## src/rtl/gpio_conditioner.sv

```systemverilog
// gpio_conditioner: per-lane synchroniser + debounce, command-press arbitration and chunk-select guard.
// Build option: define GPIO_ACTIVE_LOW_EN to invert every pad before the synchroniser (pad low = pressed).
module gpio_conditioner #(
  parameter int DEBOUNCE_CYCLES = 500000
) (
  input  logic        i_clk,
  input  logic        i_rst_n,
  input  logic [11:0] i_gpio_raw,
  output logic [11:0] o_gpio,
  output logic        o_conflict
);

  localparam int CNT_W = $clog2(DEBOUNCE_CYCLES + 1);
  localparam logic [CNT_W-1:0] CNT_ZERO = {CNT_W{1'b0}};
  localparam logic [CNT_W-1:0] CNT_ONE  = CNT_W'(1);
  localparam logic [CNT_W-1:0] CNT_LAST = CNT_W'(DEBOUNCE_CYCLES - 1);

  // True when v has at most one bit set.
  function automatic logic onehot0_f(input logic [3:0] v);
    return ((v & (v - 4'd1)) == 4'd0);
  endfunction

  logic [11:0]      pad_s;
  logic [11:0]      s1_r;
  logic [11:0]      s2_r;
  logic [11:0]      db_r;
  logic [3:0]       cmd_db_q_r;
  logic [CNT_W-1:0] cnt_r [12];
  logic [3:0]       press_s;
  logic [3:0]       cmd_s;
  logic [3:0]       chunk_s;
  logic             conflict_s;

`ifdef GPIO_ACTIVE_LOW_EN
  assign pad_s = ~i_gpio_raw;
`else
  assign pad_s = i_gpio_raw;
`endif

  // Two-flop synchroniser on every lane.
  always_ff @(posedge i_clk or negedge i_rst_n) begin
    if (!i_rst_n) begin
      s1_r <= 12'h000;
      s2_r <= 12'h000;
    end else begin
      s1_r <= pad_s;
      s2_r <= s1_r;
    end
  end

  // Debounce: db flips only after s2 disagrees for DEBOUNCE_CYCLES consecutive cycles.
  always_ff @(posedge i_clk or negedge i_rst_n) begin
    if (!i_rst_n) begin
      db_r <= 12'h000;
      for (int i = 0; i < 12; i++) begin
        cnt_r[i] <= CNT_ZERO;
      end
    end else begin
      for (int i = 0; i < 12; i++) begin
        if (s2_r[i] == db_r[i]) begin
          cnt_r[i] <= CNT_ZERO;
        end else if (cnt_r[i] == CNT_LAST) begin
          db_r[i]  <= s2_r[i];
          cnt_r[i] <= CNT_ZERO;
        end else begin
          cnt_r[i] <= cnt_r[i] + CNT_ONE;
        end
      end
    end
  end

  // Delayed copy of the command lanes for rising-edge detection.
  always_ff @(posedge i_clk or negedge i_rst_n) begin
    if (!i_rst_n) begin
      cmd_db_q_r <= 4'b0000;
    end else begin
      cmd_db_q_r <= db_r[11:8];
    end
  end

  // Press arbitration (STOP > REC > PLAY > MIX) and chunk-select one-hot guard.
  always_comb begin
    press_s    = db_r[11:8] & ~cmd_db_q_r;
    conflict_s = ~onehot0_f(press_s);
    cmd_s      = 4'b0000;
    if (press_s[0]) begin
      cmd_s = 4'b0001;
    end else if (press_s[3]) begin
      cmd_s = 4'b1000;
    end else if (press_s[2]) begin
      cmd_s = 4'b0100;
    end else if (press_s[1]) begin
      cmd_s = 4'b0010;
    end else begin
      cmd_s = 4'b0000;
    end
    if (onehot0_f(db_r[3:0])) begin
      chunk_s = db_r[3:0];
    end else begin
      chunk_s = 4'b0000;
    end
  end

  // Output register.
  always_ff @(posedge i_clk or negedge i_rst_n) begin
    if (!i_rst_n) begin
      o_gpio     <= 12'h000;
      o_conflict <= 1'b0;
    end else begin
      o_gpio     <= {cmd_s, db_r[7:4], chunk_s};
      o_conflict <= conflict_s;
    end
  end

endmodule

```

## config.mk

```make
export PLATFORM = sky130hd
export DESIGN_NAME = gpio_conditioner
export DESIGN_NICKNAME = d
export VERILOG_FILES = /design/src/rtl/gpio_conditioner.sv
export SDC_FILE = /design/constraint.sdc
export NUM_CORES = 1
export LEC_CHECK = 0
export ABC_AREA = 0
export CAP_MARGIN = 30
export CORE_ASPECT_RATIO = 1.1
export CORE_MARGIN = 2
export CORE_UTILIZATION = 45
export CTS_CLUSTER_SIZE = 20
export DETAILED_ROUTE_END_ITERATION = 16
export GPL_ROUTABILITY_DRIVEN = 0
export PLACE_DENSITY = 0.6
export SYNTH_ARGS = -nofsm -noshare
export SYNTH_HDL_FRONTEND = slang
export SYNTH_SLANG_ARGS = --single-unit
```

## constraint.sdc

```tcl
create_clock -name i_clk -period 4.75 [get_ports i_clk]
set_clock_uncertainty 0.1 [all_clocks]
set_input_delay 0.95 -clock i_clk [delete_from_list [all_inputs] [get_ports i_clk]]
set_output_delay 0.95 -clock i_clk [all_outputs]
set_load 0.03 [all_outputs]
```

== Word level (Yosys, flattened, before mapping) ==
Index checks and enable logic that the tools add are counted.
Word-level totals
  bits in registers: 281
  bits of input ports: 14
  output and inout bits: 13
  word-level logic and storage cells: 127
Cells by class
  $add $sub $neg: 14
  equality and inequality tests: 24
  mux-type cells: 29
  bitwise operators: 17
  reduce and logical (&&, ||, !) cells: 14
Operators by type and width (number)
  two-way mux 19 bit: 24
  adder 19 x 1 -> 19 bit, second input constant: 12
  equality test 19 bit, second input constant: 12
  AND reduction 2 bit: 12
  NOT 1 bit: 13
  bitwise AND 4 bit: 3
  equality test 1 bit: 12
  two-way mux 4 bit: 3
  zero test 4 bit: 2
  subtractor 4 x 1 -> 4 bit, second input constant: 2
  NOT 4 bit: 1
  two-way mux 3 bit: 1
  two-way mux 2 bit: 1

== Longest topological paths before layout ==
Gate-level depths: netlist (run 1).
  depth in word-level cells: 6
  gate-level depth with buffers: 7
  depth with buffers taken out: 5

== Least setup slack after synthesis (run 1) ==
OpenSTA, ideal clock, no wires.
  path type: flip-flop to flip-flop
  start point: reg cnt_r[107] (netlist bit)
  end point: reg db_r[6]
  setup time: 125 ps
  data arrival time: 1882 ps
  data required time: 4525 ps
  setup slack: 2643 ps
  stages on the path, launching flop included: 5
  buffers on the path: 0
  clock period less this slack: 2107 ps
  cell sequence: dfrtp_1 or4_1 or4_4 nor2_1 mux2_2
On the way
  longest elaborated chain between the ends: 2
RTL lines
  start, declared: RTL line 28  | logic [CNT_W-1:0] cnt_r [12];
  start signal, assigned by index: RTL line 66  | cnt_r[i] <= cnt_r[i] + CNT_ONE;
  equality test 19 bit: RTL line 62  | end else if (cnt_r[i] == CNT_LAST) begin
  AND reduction 2 bit (no source line)
  end signal, assigned by index: RTL line 63  | db_r[i] <= s2_r[i];
  end, declared: RTL line 26  | logic [11:0] db_r;
No other way between the ends.
A chain may end at the register's enable or synchronous reset.

== Worst setup path in the final report (run 1) ==
  start point: reg o_conflict
  end point: out o_conflict
RTL lines
  start, declared: RTL line 10  | output logic o_conflict
  start signal, assigned: RTL line 111  | o_conflict <= conflict_s;
No word-level cell between the ends.

==> results.json, run 1 <==
{
  "relSlewSlack": 0.493,
  "post_cts_resized": 0,
  "syn_area_um2": 13100,
  "timing.rr.end": "cnt_r[116]",
  "overflow": 0,
  "hold_buffers": 0,
  "ctsLongestPathBuffers": 3,
  "drc_errors": 0,
  "cts_buffers": 34,
  "finalPower_w": 0.00536,
  "start_util": 0.457,
  "p_leak_nw": 5.94,
  "drv_cap": 0,
  "hold_class": "input port to asynchronous set/reset pin",
  "ys_seq_area_frac": 0.536,
  "grt_max_degree": 138,
  "outcome": "completed",
  "grt_pass1_wl_mm": 42.3,
  "finalSetupTns_ps": 0,
  "r2r-start": "cnt_r[126]",
  "drtIter0Drc": 429,
  "crit_slowest_cell": "clkdlybuf4s50_1",
  "ys.flop_type": "dfrtp_1",
  "core_area_um2": 28700,
  "cts_tree": "done",
  "cp_num_cells": 1,
  "endpoint_kind": "primary output",
  "drt_first_pass_iters": 5,
  "p_per_area_nw_per_um2": 357,
  "ys_ff_latch": 281,
  "ant_nets": 0,
  "synthArstFlopShare": 1.00,
  "worst_slew_pin_slew_ps": 761,
  "fin_hold_ws_ps": 169,
  "syn_inst": 1273,
  "antenna_cells": 0,
  "fin_nets": 1341,
  "synth_edf_count": 0,
  "ys_types": 48,
  "max_freq_mhz": 391,
  "arrival_ps": 1510,
  "die_x_um": 167,
  "crit_fanout": 1,
  "worst_ir_drop_vdd_mv": 0.313,
  "min_period_ps": 2560,
  "slowest_delay_ps": 670,
  "yosysWarnings": 0,
  "setup.worst_path.class": "flop to primary output",
  "wl_met1_mm": 11.5,
  "worst-r2r-cell-count": 4,
  "path_delay_family": "buffers and inverters",
  "post_cts_buffers": 0,
  "finalCritPeriodShare": 0.538,
  "wl_met2_mm": 10.9,
  "clkSinkCount": 281,
  "worst_setup_path_start_kind": "flop",
  "final.fill_count": 2564,
  "wl_per_cell_um": 13.8,
  "r2r_slack_ps": 2450,
  "drt-total-wl_mm": 23.6,
  "wl_met3_um": 802,
  "grtUsageTotal": 0.160,
  "required_ps": 3700,
  "area_growth_pct": 14.2,
  "portBuffers": 26,
  "path_clk_slew_ps": 60,
  "vias": 9124,
  "rows": 65,
  "drive_above_1_share": 0.0830,
  "hold_violations": 0,
  "cts_max_level": 2,
  "syn_nets": 1299,
  "path_buf_inv": 1,
  "top_layer_used": "met4",
  "finalMaxSlewViolations": 0,
  "dieArea_um2": 30500,
  "worstPathCellList": "clkdlybuf4s50_1",
  "antenna_found_initial": 0,
  "setup_viol": 0,
  "grt_setup_unrepaired": "no",
  "grt_pass1_vias": 8934,
  "ioPinCount": 27,
  "synth_area_per_cell_um2": 10.3,
  "clk_latency_ps": 500,
  "viasPerCell": 5.35,
  "die_h_um": 183,
  "cts-root-buf": "clkbuf_16",
  "place_hpwl_mm": 15.0
}
[layout by cell type (no fill, tap or decap), drive strengths merged, types with 2 or more instances in the layout]
cell type      Yosys  routed
nor3              30      30
xor2              52      52
ha                12      12
o41ai              2       2
nor2             196     196
a21oi             54      54
or3               38      38
or2                8       8
nand3b             4       4
and2              15      15
nor4b             10      10
mux2              12      12
or4               41      41
clkdlybuf4s50      0      25
nor3b              3       3
o31ai             26      26
inv               46      46
and4              13      13
nor4bb             3       3
o21ai             36      36
nor4              32      32
nand2             64      64
xnor2            111     111
bufinv             0       5
and3               6       6
buf               11       8
dfrtp            281     281
nand4             53      53
nand2b             4       4
or3b               3       3
or4b              10      10
clkbuf            16      49
clkinv             0       5
nand3             78      78
[power breakdown]
group	switching, W	internal (W)
clock network	0.000971	0.00177
registers	0.0000326	0.00243
logic	0.000105	0.0000463
total	0.00111	0.00425
[through the flow]
step | std cells | util | setup slack [ps] | area [um^2]
6_report | 1706 | 0.522 | 2190 | 15000
5_1_grt | 1706 | 0.522 | 2130 | 15000
4_1_cts | 1706 | 0.522 | 2170 | 15000
3_5_place_dp | 1647 | 0.480 | 2450 | 13800
3_3_place_gp | 1645 | 0.479 | 2300 | 13800
2_1_floorplan | 1273 | - | 2640 | 13100
[how the worst max path moves through the flow]
stage,start,endpoint
6_report,o_conflict,o_conflict
5_1_grt,o_conflict,o_conflict
4_1_cts,o_conflict,o_conflict
3_5_place_dp,cnt_r[95],cnt_r[113]
3_3_place_gp,cnt_r[171],cnt_r[179]
2_1_floorplan,cnt_r[107],db_r[6]
[cells by family after synthesis]
family,count (synthesis),synth area share
AOI/OAI and AO/OA,119,0.0585
xor gates and xnor gates,163,0.109
adders and majority gates,13,0.0122
buffers and inverters,73,0.0245
DFF,281,0.536
muxes,12,0.0103
and+or+nand+nor,612,0.250
[synth_stat cells, drive strengths merged (6+ instances only)]
cell type  count  area (um^2)
clkbuf        16         63.8
buf           11         85.1
nor2         196          736
o21ai         36          251
nand3         78          405
nor3          30          150
o31ai         26          205
a21oi         54          278
or3           38          238
mux2          12          135
xor2          52          455
nor4b         10         87.6
and3           6         37.5
nand2         64          240
inv           46          173
or4           41          338
dfrtp        281         7030
and2          15         93.8
and4          13          114
or2            8         50.1
xnor2        111          972
or4b          10          100
nand4         53          344
ha            12          150
nor4          32          200
[area by class of cell]
type	count	area (um^2)	share of cell area
clock buffer	49	1030	0.0688
clock inverter	10	175	0.0117
sequential	281	7030	0.469
multi-input combinational	919	5770	0.385
inverter	46	173	0.0115
timing repair buffer	33	350	0.0234
tap	368	460	0.0307
[sequential cells by signal, indices dropped and copies added, names as in the netlist]
| register | cells |
|---|---|
| o_gpio | 12 |
| cmd_db_q_r | 4 |
| db_r | 12 |
| cnt_r | 228 |
| s2_r | 12 |
| s1_r | 12 |
| o_conflict | 1 |
[metal layers]
metal / vias to the layer above / track usage
li1: 4582 / -
met1: 4403 / 0.223
met2: 107 / 0.258
met3: 32 / 0.0289
met4: 0 / 0.0483
met5: - / 0
(Power assumes the default switching activity.)
==> run 2: changes to the inputs <==
--- a/config.mk
+++ b/config.mk
@@ -13,7 +13,7 @@
 export CTS_CLUSTER_SIZE = 20
 export DETAILED_ROUTE_END_ITERATION = 16
 export GPL_ROUTABILITY_DRIVEN = 0
-export PLACE_DENSITY = 0.6
+export PLACE_DENSITY = 0.62
 export SYNTH_ARGS = -nofsm -noshare
 export SYNTH_HDL_FRONTEND = slang
 export SYNTH_SLANG_ARGS = --single-unit
==> constraint.sdc (replaced) <==
create_clock -name i_clk -period 2.32 [get_ports i_clk]
set_clock_uncertainty 0.1 [all_clocks]
set_input_delay 0.464 -clock i_clk [delete_from_list [all_inputs] [get_ports i_clk]]
set_output_delay 0.464 -clock i_clk [all_outputs]
set_load 0.03 [all_outputs]
==> run 2 against run 1 <==
- first-iteration DRC count up 34%
- combinational power up 130%
- cell count increased by 1.8%
- die area stayed put
- sequential share of layout area decreased by 0.64 points
- total power is 95% higher
- core utilization rose by 0.73 points
- setup slack got worse by 2100 ps
- wire length up 1.2%
- sequential power is 100% higher
- cell area rose by 1.4%
- largest cell class unchanged
==> results.json, run 2 (synthesis gave the netlist of run 1 again) <==
{
  "grt_pass1_vias": 9384,
  "grt_pass1_wl_mm": 43.4,
  "antenna_cells": 0,
  "max_freq_mhz": 453,
  "place_hpwl_mm": 15.8,
  "setup.worst_path.class": "flop to flop",
  "hold_class": "input port to flop",
  "placed_area_um2": 14100,
  "layout_commonest_cell": "dfrtp_1",
  "p_leak_nw": 6.06,
  "drc_errors": 0,
  "finalMaxSlewViolations": 0,
  "place_inst": 1681,
  "clk_latency_ps": 560,
  "drive_above_1_share": 0.105,
  "arrival_ps": 2540,
  "final_cells": 1737,
  "worst_setup_path_start_kind": "flop",
  "worst_ir_drop_vdd_mv": 0.458,
  "outcome": "completed",
  "cts-root-buf": "clkbuf_16",
  "ctsLongestPathBuffers": 3,
  "area_growth_pct": 15.8,
  "cts_buffers": 30,
  "p_per_area_nw_per_um2": 687,
  "relSlewSlack": 0.694,
  "grtUsageTotal": 0.162,
  "cts_max_level": 1,
  "worst_slew_pin_slew_ps": 459,
  "fin_nets": 1372,
  "final.fill_count": 2546,
  "finalCritPeriodShare": 0.952,
  "vias": 9343,
  "grt_max_degree": 63,
  "ant_nets": 0,
  "final_cell_mix": "dfrtp_1, nor2_1, xnor2_1",
  "dieArea_um2": 30500,
  "grt_setup_unrepaired": "no",
  "viasPerCell": 5.38,
  "drt_first_pass_iters": 5,
  "crit_fanout": 5,
  "endpoint_kind": "flop",
  "clkSinkCount": 281,
  "die_h_um": 183,
  "antenna_found_initial": 0,
  "cts_tree": "done",
  "drv_cap": 0,
  "portBuffers": 26,
  "wl_per_cell_um": 13.7,
  "design_area_um2": 15200,
  "die_x_um": 167,
  "start_util": 0.457,
  "core_area_um2": 28700,
  "required_ps": 2650,
  "setup_viol": 0,
  "hold_violations": 0,
  "overflow": 0,
  "path_clk_slew_ps": 60,
  "finalSetupTns_ps": 0,
  "drtIter0Drc": 575,
  "max_flop_register": "cnt_r",
  "drt-total-wl_mm": 23.8,
  "largest_reg_flops": 228,
  "min_period_ps": 2210,
  "ioPinCount": 27,
  "rows": 65
}
## run 2: repair_timing
item / in CTS / in global routing
hold endpoints to repair: 49 / 0
hold buffers: 1 / 0
gates resized for setup: 0 / 0
buffers inserted: 0 / 0
## run 2: metrics by stage
step           hold WS, ps  worst slack, ps  utilization  power [W]
6_report               234              112        0.529     0.0104
4_1_cts                218              117        0.529     0.0106
5_1_grt                214             33.8        0.529     0.0109
3_3_place_gp           233              169        0.492    0.00549
2_1_floorplan         68.4              213            -    0.00527
3_5_place_dp           236              153        0.492    0.00549
## run 2: layout make-up
class	instances	area, um^2	share of cell area
timing repair buffer	68	708	0.0466
inverter	46	173	0.0114
sequential	281	7030	0.463
clock inverter	17	226	0.0149
multi-input combinational	919	5770	0.380
clock buffer	38	831	0.0547
tap	368	460	0.0303
## run 2: path summary, 6_finish.rpt
path                          startpoint         end  slack (ps)  cells past startpoint
max                           cnt_r[107]     db_r[6]         110                      4
min                        i_gpio_raw[3]     s1_r[3]         230                      1
max reg2reg                   cnt_r[107]     db_r[6]         110                      4
min reg2reg                      s1_r[0]     s2_r[0]         250                      0
max in group asynchronous        i_rst_n  cnt_r[131]        1080                      3
min in group asynchronous        i_rst_n   cnt_r[50]         330                      2
## run 2: per-layer routing
| layer | GRT usage | up-vias | part of all wire |
|---|---|---|---|
| li1 | - | 4649 | - |
| met1 | 0.222 | 4575 | 0.48 |
| met2 | 0.275 | 81 | 0.47 |
| met3 | 0.0235 | 38 | 0.029 |
| met4 | 0.0379 | 0 | 0.018 |
| met5 | 0 | - | 0 |
## run 2: report_power, final
part           switching [W]  leakage (nW)  internal, W  total (W)
clock network        0.00197         0.522      0.00308    0.00505
logic               0.000223          1.69     0.000128   0.000351
registers          0.0000654          3.84      0.00497    0.00504
total                0.00226          6.06      0.00818     0.0104
## run 2: worst max-delay path: stages, from the launching register on
cell and delay, ps:
dfrtp_1 420, or4_1 540, or4_4 550, nor2_1 140, mux2_2 350
